[src/rtl/uart_pkg.sv]
// Shared types and constants for the UART receive path.
// States, minimum data width and the frame-length helper.
package uart_pkg;

   typedef enum logic [2:0] {
      StIdle,
      StStart,
      StData,
      StParity,
      StStop1,
      StStop2
   } rx_state_e;

   localparam int unsigned MIN_DATA_BITS = 5;

   // Total bit times in a frame: start + data + parity + stop(s).
   function automatic int unsigned frame_bits(input int unsigned data_bits,
                                              input logic p_en,
                                              input logic stop2);
      return 1 + data_bits + 32'(p_en) + 1 + 32'(stop2);
   endfunction

endpackage

[src/rtl/uart_bit_tick.sv]
// Bit-time tick counter: counts 0..baud_div-1, flags mid-bit sample and bit end.
// Cleared whenever the owning sequencer changes state.
module uart_bit_tick #(
   parameter int unsigned BAUD_W = 16
) (
   input  logic              clk,
   input  logic              rst,
   input  logic              clear,
   input  logic [BAUD_W-1:0] baud_div,
   output logic              sample,
   output logic              bit_end
);

   localparam logic [BAUD_W-1:0] One = BAUD_W'(1);

   logic [BAUD_W-1:0] tick_q, tick_d;

   always_comb begin
      sample  = (tick_q == (baud_div >> 1));
      bit_end = (tick_q == (baud_div - One));
      tick_d  = tick_q + One;
      if (clear || bit_end) begin
         tick_d = '0;
      end
   end

   always_ff @(posedge clk) begin
      if (rst) begin
         tick_q <= '0;
      end else begin
         tick_q <= tick_d;
      end
   end

endmodule

[src/rtl/uart_rx_frame_seq.sv]
// UART receive-frame sequencer: start/data/parity/stop decode with runtime frame format.
// Parity checking is built only when UART_RX_PARITY_CHK_EN is defined.
module uart_rx_frame_seq
   import uart_pkg::*;
#(
   parameter int unsigned MAX_DATA_BITS = 9,
   parameter int unsigned BAUD_W        = 16
) (
   input  logic                     clk,
   input  logic                     rst,
   input  logic                     rx,
   input  logic [BAUD_W-1:0]        baud_div,
   input  logic [3:0]               data_bits,
   input  logic                     p_en,
   input  logic                     p_odd,
   input  logic                     stop2,
   output logic                     busy,
   output logic                     sample,
   output logic [3:0]               bit_idx,
   output logic [MAX_DATA_BITS-1:0] data,
   output logic                     done,
   output logic                     start_err,
   output logic                     frame_err,
   output logic                     parity_err
);

   rx_state_e state_q, state_d;

   logic [BAUD_W-1:0]        baud_q;
   logic [3:0]               db_q;
   logic                     p_en_q;
   logic                     stop2_q;
   logic [3:0]               bit_idx_q, bit_idx_d;
   logic [MAX_DATA_BITS-1:0] data_q, data_d;
   logic                     stop_err_q, stop_err_d;

   logic [BAUD_W-1:0] baud_clamp;
   logic [3:0]        db_clamp;
   logic              latch;
   logic              tick_clear;
   logic              tick_sample;
   logic              bit_end;
   logic              done_c;
   logic              serr_c;
   logic              ferr_c;

   always_comb begin
      db_clamp = data_bits;
      if (data_bits < 4'(MIN_DATA_BITS)) begin
         db_clamp = 4'(MIN_DATA_BITS);
      end else if (data_bits > 4'(MAX_DATA_BITS)) begin
         db_clamp = 4'(MAX_DATA_BITS);
      end
      baud_clamp = (baud_div < BAUD_W'(2)) ? BAUD_W'(2) : baud_div;
   end

   uart_bit_tick #(
      .BAUD_W (BAUD_W)
   ) u_bit_tick (
      .clk      (clk),
      .rst      (rst),
      .clear    (tick_clear),
      .baud_div (baud_q),
      .sample   (tick_sample),
      .bit_end  (bit_end)
   );

   // Tick restarts on every state entry and is held at zero while idle.
   assign tick_clear = (state_d != state_q) || (state_q == StIdle);

   always_comb begin
      state_d    = state_q;
      bit_idx_d  = bit_idx_q;
      data_d     = data_q;
      stop_err_d = stop_err_q;
      latch      = 1'b0;
      done_c     = 1'b0;
      serr_c     = 1'b0;
      ferr_c     = 1'b0;

      case (state_q)
         StIdle: begin
            bit_idx_d = '0;
            if (!rx) begin
               state_d    = StStart;
               latch      = 1'b1;
               data_d     = '0;
               stop_err_d = 1'b0;
            end
         end

         StStart: begin
            if (tick_sample && rx) begin
               serr_c  = 1'b1;
               state_d = StIdle;
            end else if (bit_end) begin
               state_d   = StData;
               bit_idx_d = '0;
            end
         end

         StData: begin
            if (tick_sample) begin
               // Shift right and insert at the top of the active width: LSB-first, right-justified.
               data_d = data_q >> 1;
               for (int unsigned i = 0; i < MAX_DATA_BITS; i++) begin
                  if (i == 32'(db_q) - 32'd1) begin
                     data_d[i] = rx;
                  end
               end
            end
            if (bit_end) begin
               if (bit_idx_q == db_q - 4'd1) begin
                  state_d = p_en_q ? StParity : StStop1;
               end else begin
                  bit_idx_d = bit_idx_q + 4'd1;
               end
            end
         end

         StParity: begin
            if (bit_end) begin
               state_d = StStop1;
            end
         end

         StStop1: begin
            if (stop2_q) begin
               if (tick_sample && !rx) begin
                  stop_err_d = 1'b1;
               end
               if (bit_end) begin
                  state_d = StStop2;
               end
            end else if (tick_sample) begin
               // Leave at mid-stop so a back-to-back start edge is not missed.
               done_c  = 1'b1;
               ferr_c  = ~rx;
               state_d = StIdle;
            end
         end

         StStop2: begin
            if (tick_sample) begin
               done_c  = 1'b1;
               ferr_c  = stop_err_q | ~rx;
               state_d = StIdle;
            end
         end

         default: begin
            state_d = StIdle;
         end
      endcase
   end

   always_ff @(posedge clk) begin
      if (rst) begin
         state_q    <= StIdle;
         bit_idx_q  <= '0;
         data_q     <= '0;
         stop_err_q <= 1'b0;
         baud_q     <= BAUD_W'(2);
         db_q       <= 4'(MIN_DATA_BITS);
         p_en_q     <= 1'b0;
         stop2_q    <= 1'b0;
      end else begin
         state_q    <= state_d;
         bit_idx_q  <= bit_idx_d;
         data_q     <= data_d;
         stop_err_q <= stop_err_d;
         if (latch) begin
            baud_q  <= baud_clamp;
            db_q    <= db_clamp;
            p_en_q  <= p_en;
            stop2_q <= stop2;
         end
      end
   end

   assign busy      = (state_q != StIdle) && !rst;
   assign sample    = tick_sample && busy;
   assign bit_idx   = bit_idx_q;
   assign data      = data_q;
   assign done      = done_c && !rst;
   assign start_err = serr_c && !rst;
   assign frame_err = ferr_c && !rst;

`ifdef UART_RX_PARITY_CHK_EN
   logic par_q;
   logic p_odd_q;

   always_ff @(posedge clk) begin
      if (rst) begin
         par_q   <= 1'b0;
         p_odd_q <= 1'b0;
      end else begin
         if (latch) begin
            p_odd_q <= p_odd;
         end
         if ((state_q == StParity) && tick_sample) begin
            par_q <= rx;
         end
      end
   end

   // Upper data bits are zero at done, so reducing the whole register is safe.
   assign parity_err = done && p_en_q && ((^data_q ^ par_q) != p_odd_q);
`else
   logic unused_p_odd;
   assign unused_p_odd = p_odd;
   assign parity_err   = 1'b0;
`endif

endmodule

[config.mk]
export PLATFORM = sky130hd
export DESIGN_NAME = uart_rx_frame_seq
export DESIGN_NICKNAME = d
export VERILOG_FILES = /design/src/rtl/uart_pkg.sv /design/src/rtl/uart_bit_tick.sv /design/src/rtl/uart_rx_frame_seq.sv
export SDC_FILE = /design/constraint.sdc
export NUM_CORES = 1
export LEC_CHECK = 0
export BUFFER_PORTS_ARGS = -buffer_cell sky130_fd_sc_hd__buf_4
export CAP_MARGIN = 20
export CORE_ASPECT_RATIO = 0.7
export CORE_MARGIN = 4
export CORE_UTILIZATION = 63
export CTS_CLUSTER_DIAMETER = 100
export DETAILED_ROUTE_END_ITERATION = 12
export PLACE_DENSITY = 0.86
export SLEW_MARGIN = 20
export SYNTH_ARGS = -nofsm -noshare
export SYNTH_HDL_FRONTEND = slang
export SYNTH_SLANG_ARGS = --single-unit
[constraint.sdc]
create_clock -name clk -period 6.16 [get_ports clk]
set_clock_uncertainty 0.15 [all_clocks]
set_input_delay 0.308 -clock clk [delete_from_list [all_inputs] [get_ports clk]]
set_output_delay 0.308 -clock clk [all_outputs]
set_load 0.005 [all_outputs]
==> key figures, run 1 <==
Status
  • Status: complete, no violations

Routing
  • Number of remaining DRC errors: 0
  • WL per Instance: ~16 um
  • First drt pass iteration count: 5
  • 1st-iter DRT viols: 227
  • Aggregate routed wire length: 8900 um
  • Via count: ~3400
  • Antenna viol nets, final: 0
  • DR vias/cell: roughly 6

Hold path
  • Worst Hold Class: input pin to flip-flop
  • Worst Hold Launch: baud_div[1]
  • Hold path depth: 3
  • Endpoint, Worst Hold: baud_q[1]

Finish
  • Fillers: 424
  • Area grow syn2layout: 8.25%
  • Final nets: just over 500
  • Layout cell share with drive strength beyond 1: around 15%
  • Antenna diodes: 0
  • Final core utilization: between 70% and 80%

Die
  • Full die area: ~7100 um^2
  • CORE AREA: ~5400 um^2
  • Number of I/O pins: between 40 and 50
  • Die height: slightly above 70 um
  • Initial core utilization: between 60% and 70%
  • Die Wd: ~99 um
  • # rows: 22

Synthesis
  • Top cell type's share of synthesized area: between 30% and 40%
  • Post-Syn Area: about 3700 um^2
  • Synth Flop Type: dfxtp_1
  • Syn Inst Count: about 460
  • Top post-synthesis cells by count: 57 x nand2_1, 55 x dfxtp_1, 53 x nor2_1
  • Net Count, Synth: around 500
  • Number of synthesized flops with an enable pin: 0
  • Top cells by area in the synthesized netlist: dfxtp_1 30%, xor2_1 7.4%, nand2_1 5.9%
  • Synth area leader: dfxtp_1
  • Post-synthesis async set-or-reset flop share: 0%
  • Yosys cell types: roughly 70
  • Sequential-to-total area share from yosys stat: a little under a third
  • #FFs+latches synth: 55
  • Mean Syn Cell Area: just under 8 um^2
  • Synthesis Warnings: 0
  • Count leader, synth: nand2_1

Placement
  • # port buffers: 42
  • DPL Wire Length: 6760 um
  • GP Congestion: just under 1
  • Pre-CTS setup slack: approximately 2.7 ns

CTS
  • Worst skew pair latency: 0.31 ns
  • CTS tree: done
  • Post-CTS Resized: 0
  • Post-CTS Setup Inserts: 0
  • H-tree Lvls: 2
  • Total CTS buffers: 5
  • CTS clock-pin slew for the worst setup and hold paths: approximately 0.1 ns
  • Clk sinks: 55
  • Clock Tree Buf Depth: 2
  • Hold buffer count at CTS: 0
  • CTS Root Cell: clkbuf_8

Setup path
  • Kind of critical path: flip-flop to flip-flop
  • Worst path required time: just over 6 ns
  • Crit path cell chain: inv_1 > ha_1 > or4b_1 > or4_4 > a22oi_2 > o211ai_2 > a211oi_2 > nand2b_1 > nand2_1 > nor2_1
  • Crit path capture type: flip-flop
  • R2r setup slk: between 2 and 3 ns
  • Slowest cell on crit path: or4b_1
  • Worst R2R End: u_bit_tick.tick_q[10]
  • Worst EP arrival: approximately 3.5 ns
  • CP Launch Type: flip-flop
  • Slowest cell delay on critical path: between 0.5 and 0.6 ns
  • Reg2reg start: baud_q[1]
  • R2R depth: 10
  • CP Max Fanout: 15

STA
  • # setup viols final: 0
  • Hold_ws: approximately 0.07 ns
  • Final hold violation count: 0
  • Fmax: 0.292 GHz
  • Final WS setup: roughly 2.7 ns
  • Minimum clock period: about 3.4 ns
  • Unrepaired setup endpoints after global routing: false
  • Final worst path period share: between 50% and 60%
  • Max_slew headroom: about 28%
  • Final TNS setup: 0 ns
  • Worst Max-Slew Pin Slew: between 1 and 1.5 ns
  • Slew Viols, Final: 0

Global route
  • Initial antenna violation count: 0
  • First-pass GRT wire length: 14600 um
  • Vias in the first global route: roughly 3000
  • Largest net degree at the start of global routing: 38
  • GRT Util Overall: roughly 25%
  • Grt ovf: 0

Power
  • PwrDens: 191 nW/um^2
  • PnR Total Power: approximately 0.76 mW
  • Peak VDD IR: 0.000132 V
  • Leakage: around 1.5 nW

Flow run
  • # Max-Cap Violations: 0
[report_power, final]
group          switching, mW  internal [mW]
registers             0.0224          0.365
logic                 0.0750         0.0561
clock network          0.118          0.119
[cell families (layout without fill, tap and decap cells)]
family | after synthesis | count (layout) | synth area share [%]
compound gates | 91 | 91 | 17.6
simple gates | 209 | 209 | 28.8
xor+xnor | 50 | 50 | 12.0
other cells | 1 | 1 | 0.103
mux | 4 | 4 | 1.09
buf+inv | 47 | 64 | 7.94
flops | 55 | 55 | 30.1
fa+ha+maj | 7 | 7 | 2.39
[registers in the layout, indices dropped and copies added (netlist names)]
| register | flops |
|---|---|
| data | 9 |
| baud_q | 16 |
| db_q | 4 |
| u_bit_tick.tick_q | 16 |
| stop2_q | 1 |
| stop_err_q | 1 |
| bit_idx | 4 |
| p_en_q | 1 |
| state_q | 3 |
[how the worst max path moves through the flow]
stage	endpoint	slack [ns]	from
after floorplan	bit_idx[1]	3.18	baud_q[0]
after global placement	u_bit_tick.tick_q[14]	2.86	baud_q[1]
after detailed placement	u_bit_tick.tick_q[10]	2.75	baud_q[1]
after CTS	u_bit_tick.tick_q[10]	2.73	baud_q[1]
after global routing	state_q[0]	2.53	baud_q[1]
final	u_bit_tick.tick_q[10]	2.73	baud_q[1]
[cells in the final DEF, fill, tap and decap left out, types with 3 or more instances in the layout]
master    Yosys  layout
a21oi_1      32      32
a31oi_1       9       9
and3_1        6       6
buf_4         4      43
clkbuf_8      6       5
dfxtp_1      55      55
ha_1          7       7
inv_1        12      12
mux2i_1       4       4
nand2_1      57      57
nand2b_1      7       7
nand3_1      14      14
nand3b_1      4       4
nand4_1      10      10
nor2_1       53      53
nor2b_1       3       3
nor3_1       14      14
nor4_1       13      12
nor4b_1       3       3
o211ai_1      3       3
o21ai_0      16      16
or3_1         5       5
or4_1         4       4
xnor2_1      19      19
xor2_1       31      31
[layout make-up]
cell class,instances,area (um^2),area share (%)
well taps,72,90.1,2.28
inverters,14,66.3,1.68
repair buffers,43,323,8.15
clock buffers,5,68.8,1.74
flip-flops and latches,55,1100,27.8
multi-input cells,362,2270,57.4
clock inverters,2,37.5,0.948
[worst max-delay path, delay by kind of cell (launching register included)]
kind,cells,cell delay (ns)
adders and majority gates,1,0.29
DFF,1,0.39
and+or+nand+nor,5,1.73
buffers and inverters,1,0.08
AOI/OAI and AO/OA,3,0.64
[per-layer routing]
metal / track usage, % / routed length [um] / vias up
met1: 38.2 / 4200 / 1591
met2: 35.2 / 3680 / 158
met5: 0 / 0 / -
met4: 6.21 / 97 / 0
met3: 6.71 / 921 / 13
li1: - / - / 1658
[through the flow]
step | instances | area, um^2
finish | 553 | 3960
global route | 553 | 3960
CTS | 553 | 3960
detailed placement | 546 | 3850
global placement | 546 | 3850
floorplan | 464 | 3660
(Power assumes the default switching activity.)
==> run 2: changes to the inputs <==
--- a/config.mk
+++ b/config.mk
@@ -9,10 +9,10 @@
 export CAP_MARGIN = 20
 export CORE_ASPECT_RATIO = 0.7
 export CORE_MARGIN = 4
-export CORE_UTILIZATION = 63
+export CORE_UTILIZATION = 53
 export CTS_CLUSTER_DIAMETER = 100
 export DETAILED_ROUTE_END_ITERATION = 12
-export PLACE_DENSITY = 0.86
+export PLACE_DENSITY = 0.77
 export SLEW_MARGIN = 20
 export SYNTH_ARGS = -nofsm -noshare
 export SYNTH_HDL_FRONTEND = slang
==> constraint.sdc (replaced) <==
create_clock -name clk -period 2.8 [get_ports clk]
set_clock_uncertainty 0.15 [all_clocks]
set_input_delay 0.14 -clock clk [delete_from_list [all_inputs] [get_ports clk]]
set_output_delay 0.14 -clock clk [all_outputs]
set_load 0.005 [all_outputs]
==> run 2 against run 1 <==
The flow now finishes with violations (setup timing). Via count grew 7.7%. Non-clock buffer count grew 61. Flip-flop and latch count is the same. Setup slack lost 2.9 ns. Design area grew 18%. Maximum frequency grew 14%. Worst hold slack lost 0.019 ns. Register-to-register slack lost 2.9 ns. Sequential share of layout area shrank 4.0 points. Global-route usage shrank 0.26 points. Combinational power grew to 3.1 times the previous value. Cell count grew 15%. Critical path type unchanged. Largest power group unchanged.
==> key figures, run 2 (synthesis results as in run 1) <==
Power
  • Peak VDD IR: 0.000309 V
  • Leakage: between 1.5 and 2 nW
  • PnR Total Power: approximately 1.7 mW
  • PwrDens: 369 nW/um^2

Placement
  • GP Congestion: 0.907
  • DPL Wire Length: ~7000 um
  • Placed insts: around 600
  • DP Area: 4180 um^2
  • # port buffers: 42

Global route
  • Grt ovf: 0
  • Largest net degree at the start of global routing: 38
  • GRT Util Overall: 25.0%
  • Initial antenna violation count: 0
  • Vias in the first global route: roughly 3500
  • First-pass GRT wire length: 17000 um

Routing
  • DR vias/cell: between 5 and 6
  • 1st-iter DRT viols: between 300 and 400
  • WL per Instance: about 16 um
  • First drt pass iteration count: 5
  • Antenna viol nets, final: 0
  • Aggregate routed wire length: 10300 um
  • Via count: 3683
  • Number of remaining DRC errors: 0

Setup path
  • Worst EP arrival: roughly 3 ns
  • Worst path required time: 2.87 ns
  • Slowest cell delay on critical path: around 0.48 ns
  • CP top delay family: compound AO/OA/AOI/OAI gates
  • Buffers plus inverters on the worst setup path: 3
  • CP Max Fanout: 4
  • Crit path capture type: flip-flop
  • Slowest cell on crit path: or4b_4
  • Kind of critical path: flip-flop to flip-flop
  • Worst path most repeated cell: o31a_1
  • Crit path cell chain: inv_4 > ha_4 > or4b_4 > buf_4 > o31a_1 > a211o_1 > a31oi_4 > nand2b_1 > buf_6 > nor3_2 > o31a_1
  • CP Launch Type: flip-flop

STA
  • Worst Max-Slew Pin Slew: 0.621 ns
  • Slew Viols, Final: 0
  • Fmax: approximately 0.33 GHz
  • Max_slew headroom: roughly 59%
  • Minimum clock period: 3.02 ns
  • Hold_ws: around 0.05 ns
  • Final worst path period share: 108%
  • Final WS setup: -0.217 ns
  • Unrepaired setup endpoints after global routing: true
  • Final TNS setup: -2.16 ns
  • # setup viols final: 22
  • Final hold violation count: 0

Die
  • Full die area: roughly 8300 um^2
  • Die height: ~78 um
  • Initial core utilization: between 50 and 60%
  • Die Wd: 107 um
  • # rows: 25
  • Number of I/O pins: 45
  • CORE AREA: about 6700 um^2

CTS
  • Clk sinks: 55
  • CTS Root Cell: clkbuf_8
  • Clock Tree Buf Depth: 2
  • CTS tree: done
  • H-tree Lvls: 2
  • Worst skew pair latency: 0.33 ns
  • CTS clock-pin slew for the worst setup and hold paths: around 0.11 ns
  • Total CTS buffers: 5

Flow run
  • # Max-Cap Violations: 0

Finish
  • Final nets: 575
  • Most common cell after layout, fill and taps aside: buf_4
  • Finished layout cell area: about 4700 um^2
  • Commonest non-fill, non-tap cells in the layout: 79 x buf_4, 55 x nand2_1, 51 x nor2_1
  • Layout cell share with drive strength beyond 1: roughly a quarter
  • Area grow syn2layout: 28.0%
  • Antenna diodes: 0
  • Fin cells: approximately 640

Status
  • Status: finished with violations
  • Failing checks: setup timing

Hold path
  • Worst Hold Class: input pin to flip-flop
## run 2: cell types whose count changed in the layout (fill, tap and decap cells not counted), sizes merged
cell and delta:
dlygate4sd3 +20, inv +1, clkinvlp -1, clkinv +1, clkbuf +1, buf +41
bufinv -1
## run 2: worst register-to-register path, cell delays in order, from the launching register on
cell	delay, ns
dfxtp_4	0.38
inv_4	0.06
ha_4	0.12
or4b_4	0.48
buf_4	0.16
o31a_1	0.29
a211o_1	0.27
a31oi_4	0.28
nand2b_1	0.26
buf_6	0.15
nor3_2	0.04
o31a_1	0.28
## run 2: final cells by class
| type | count | area [um^2] |
|---|---|---|
| tap | 94 | 118 |
| multi-input combinational | 362 | 2420 |
| sequential | 55 | 1110 |
| fill | 533 | 2050 |
| clock buffer | 6 | 82.6 |
| inverter | 14 | 68.8 |
| clock inverter | 2 | 20.0 |
| timing repair buffer | 104 | 858 |
## run 2: worst paths after layout
path	from	end	slack (ns)	cells past startpoint
max	baud_q[1]	state_q[1]	-0.22	11
min	data_bits[2]	db_q[0]	0.05	5
min reg2reg	baud_q[0]	baud_q[0]	0.35	2
max reg2reg	baud_q[1]	state_q[1]	-0.22	11
## run 2: per-layer routing
metal / up-vias / global-route usage, % / part of all wire, %
met4: 0 / 5.62 / 1.4
met5: - / 0 / 0
li1: 1794 / - / -
met3: 15 / 4.24 / 7.9
met2: 171 / 37.1 / 44
met1: 1703 / 37.5 / 47
## run 2: report_power, final
part / leakage, nW / internal (mW) / switching (mW)
Sequential: 0.449 / 0.803 / 0.0319
Combinational: 1.36 / 0.185 / 0.215
Clock: 0.0533 / 0.209 / 0.285
## run 2: timing repair
action / in CTS / in global routing
gates resized for setup: 10 / 23
hold buffers: 20 / 0
setup endpoints to repair: 22 / 29
gates cloned: 0 / 0
pin swaps: 7 / 18
endpoints found under the hold margin: 21 / 0
buffers inserted: 3 / 5
## run 2: through the flow
step	util (%)	setup WS (ns)
floorplan	-	-0.00413
global placement	62.1	-0.0577
detailed placement	62.1	-0.152
CTS	67.7	-0.177
global route	69.6	-0.312
finish	69.6	-0.217
==> run 3: changes to the inputs <==
--- a/config.mk
+++ b/config.mk
@@ -13,6 +13,7 @@
 export CTS_CLUSTER_DIAMETER = 100
 export DETAILED_ROUTE_END_ITERATION = 12
 export PLACE_DENSITY = 0.77
+export RECOVER_POWER = 100
 export SLEW_MARGIN = 20
 export SYNTH_ARGS = -nofsm -noshare
 export SYNTH_HDL_FRONTEND = slang
==> run 3 against run 2 <==
The flow still finishes with violations (setup timing). Global-route usage unchanged. First-iteration DRC count decreased by 8.1%. Non-clock buffer count is the same. Count of clock-buffer cells in the layout is the same. Setup slack improved by 0.00091 ns. Combinational power barely moved. Wire length rose by 0.19%. Largest power group unchanged.
==> key figures, run 3 (synthesis results as in run 1) <==
CTS
  • Worst skew pair latency: roughly 0.33 ns
  • CTS Root Cell: clkbuf_8
  • H-tree Lvls: 2
  • Clock Tree Buf Depth: 2
  • Total CTS buffers: 5
  • CTS clock-pin slew for the worst setup and hold paths: ~0.11 ns
  • Clk sinks: 55
  • CTS tree: done

Setup path
  • Worst path required time: between 2 and 3 ns
  • Kind of critical path: flip-flop to flip-flop
  • Worst EP arrival: just over 3 ns
  • R2R depth: 10
  • CP Max Fanout: 4
  • CP Launch Type: flip-flop
  • Crit path capture type: flip-flop

STA
  • # setup viols final: 22
  • Fmax: around 0.33 GHz
  • Unrepaired setup endpoints after global routing: true
  • Hold_ws: roughly 0.04 ns
  • Final worst path period share: 108%
  • Final WS setup: -0.216 ns
  • Final hold violation count: 0
  • Max_slew headroom: 57.3%
  • Minimum clock period: around 3.0 ns
  • Slew Viols, Final: 0
  • Final TNS setup: -2.20 ns
  • Worst Max-Slew Pin Slew: 0.640 ns

Global route
  • Vias in the first global route: 3450
  • Met1 global-route usage: between 30% and 40%
  • Global routing's busiest layer: met1
  • Met3 Use GR: ~4.2%
  • GRT met2 Usage: 37.1%
  • Grt ovf: 0
  • Largest net degree at the start of global routing: 38
  • Initial antenna violation count: 0
  • GRT Util Overall: about a quarter
  • First-pass GRT wire length: approximately 17000 um

Routing
  • DR vias/cell: about 5.8
  • WL per Instance: roughly 16 um
  • Number of remaining DRC errors: 0
  • First drt pass iteration count: 5
  • Aggregate routed wire length: roughly 10000 um
  • 1st-iter DRT viols: between 300 and 400
  • Antenna viol nets, final: 0
  • Via count: 3696

Finish
  • Fillers: ~530
  • Commonest non-fill, non-tap cells in the layout: 64 x buf_4, 55 x nand2_1, 51 x nor2_1
  • Area of the multi-input gates: around 2400 um^2
  • Area grow syn2layout: 27.9%
  • Final nets: ~580
  • Antenna diodes: 0
  • Most common cell after layout, fill and taps aside: buf_4
  • Reg area: between 1000 and 1500 um^2
  • Layout cell share with drive strength beyond 1: between 20% and 30%

Placement
  • # port buffers: 42
  • Pre-CTS setup slack: -0.152 ns
  • DPL Wire Length: about 7100 um
  • GP Congestion: 0.907

Power
  • Combinational Power Share: between 20% and 30%
  • Clock share of power: between 20 and 30%
  • Switch Pwr: around 0.53 mW
  • Reg power frac: roughly half
  • Switch share: 30.9%
  • PnR Total Power: around 1.7 mW
  • Peak VDD IR: a little over 0.0003 V
  • Leakage: about 1.9 nW
  • PwrDens: roughly 370 nW/um^2
  • P_int: ~1.2 mW

Die
  • Number of I/O pins: 45
  • # rows: 25
  • Die height: between 70 and 80 um
  • Initial core utilization: a little over half
  • Full die area: 8310 um^2
  • CORE AREA: about 6700 um^2
  • Die Wd: ~110 um

Status
  • Failing checks: setup timing
  • Status: finished with violations

Hold path
  • Hold path depth: 5
  • Worst Hold Class: input pin to flip-flop

Flow run
  • # Max-Cap Violations: 0
run 3: final cells by class:
| type | count | share of cell area [%] |
|---|---|---|
| clock buffer | 6 | 1.77 |
| clock inverter | 2 | 0.428 |
| inverter | 14 | 1.47 |
| multi-input combinational | 362 | 51.7 |
| sequential | 55 | 23.8 |
| tap | 94 | 2.51 |
| timing repair buffer | 104 | 18.3 |
run 3: power groups by stage:
stage,combinational (mW),clock [mW],sequential (mW)
global placement,0.332,0,0.851
finish,0.399,0.497,0.835
floorplan,0.250,0,0.842
global route,0.436,0.542,0.840
CTS,0.376,0.508,0.835
detailed placement,0.342,0,0.852
run 3: routing by layer:
layer	part of all wire (%)	vias up	wire, um
met2	43	186	4450
met3	7.7	29	789
met1	47	1685	4840
met4	2.0	0	208
li1	-	1796	-
met5	0	-	0
run 3: metrics by stage:
step           cell area [um^2]  instances  util (%)
2_1_floorplan              3700        464         -
3_3_place_gp               4180        601      62.1
3_5_place_dp               4180        601      62.1
4_1_cts                    4550        632      67.7
5_1_grt                    4680        637      69.5
6_report                   4680        637      69.5
run 3: path summary, 6_finish.rpt:
check                                   from          to  slack (ns)
worst max register to register     baud_q[1]  state_q[0]       -0.22
worst min-delay path            data_bits[2]     db_q[0]        0.04
worst max-delay path               baud_q[1]  state_q[0]       -0.22
worst min register to register     baud_q[0]   baud_q[0]        0.35
run 3: worst max-delay path, stage by stage (launching register included):
cell and delay [ns]:
dfxtp_4 0.38, inv_4 0.06, ha_4 0.12, or4b_4 0.48, or4_4 0.44, a22oi_2 0.18
o211ai_2 0.16, a2111oi_4 0.45, or3_1 0.19, o31ai_2 0.07, a221oi_2 0.26
run 3: repair_timing:
action                                  in CTS  in global routing
pin swaps                                    7                 18
endpoints found under the setup margin      22                 29
setup buffers                                3                  5
hold buffers                                20                  0
gates cloned                                 0                  0
endpoints found under the hold margin       21                  0
gates resized for setup                     10                 23
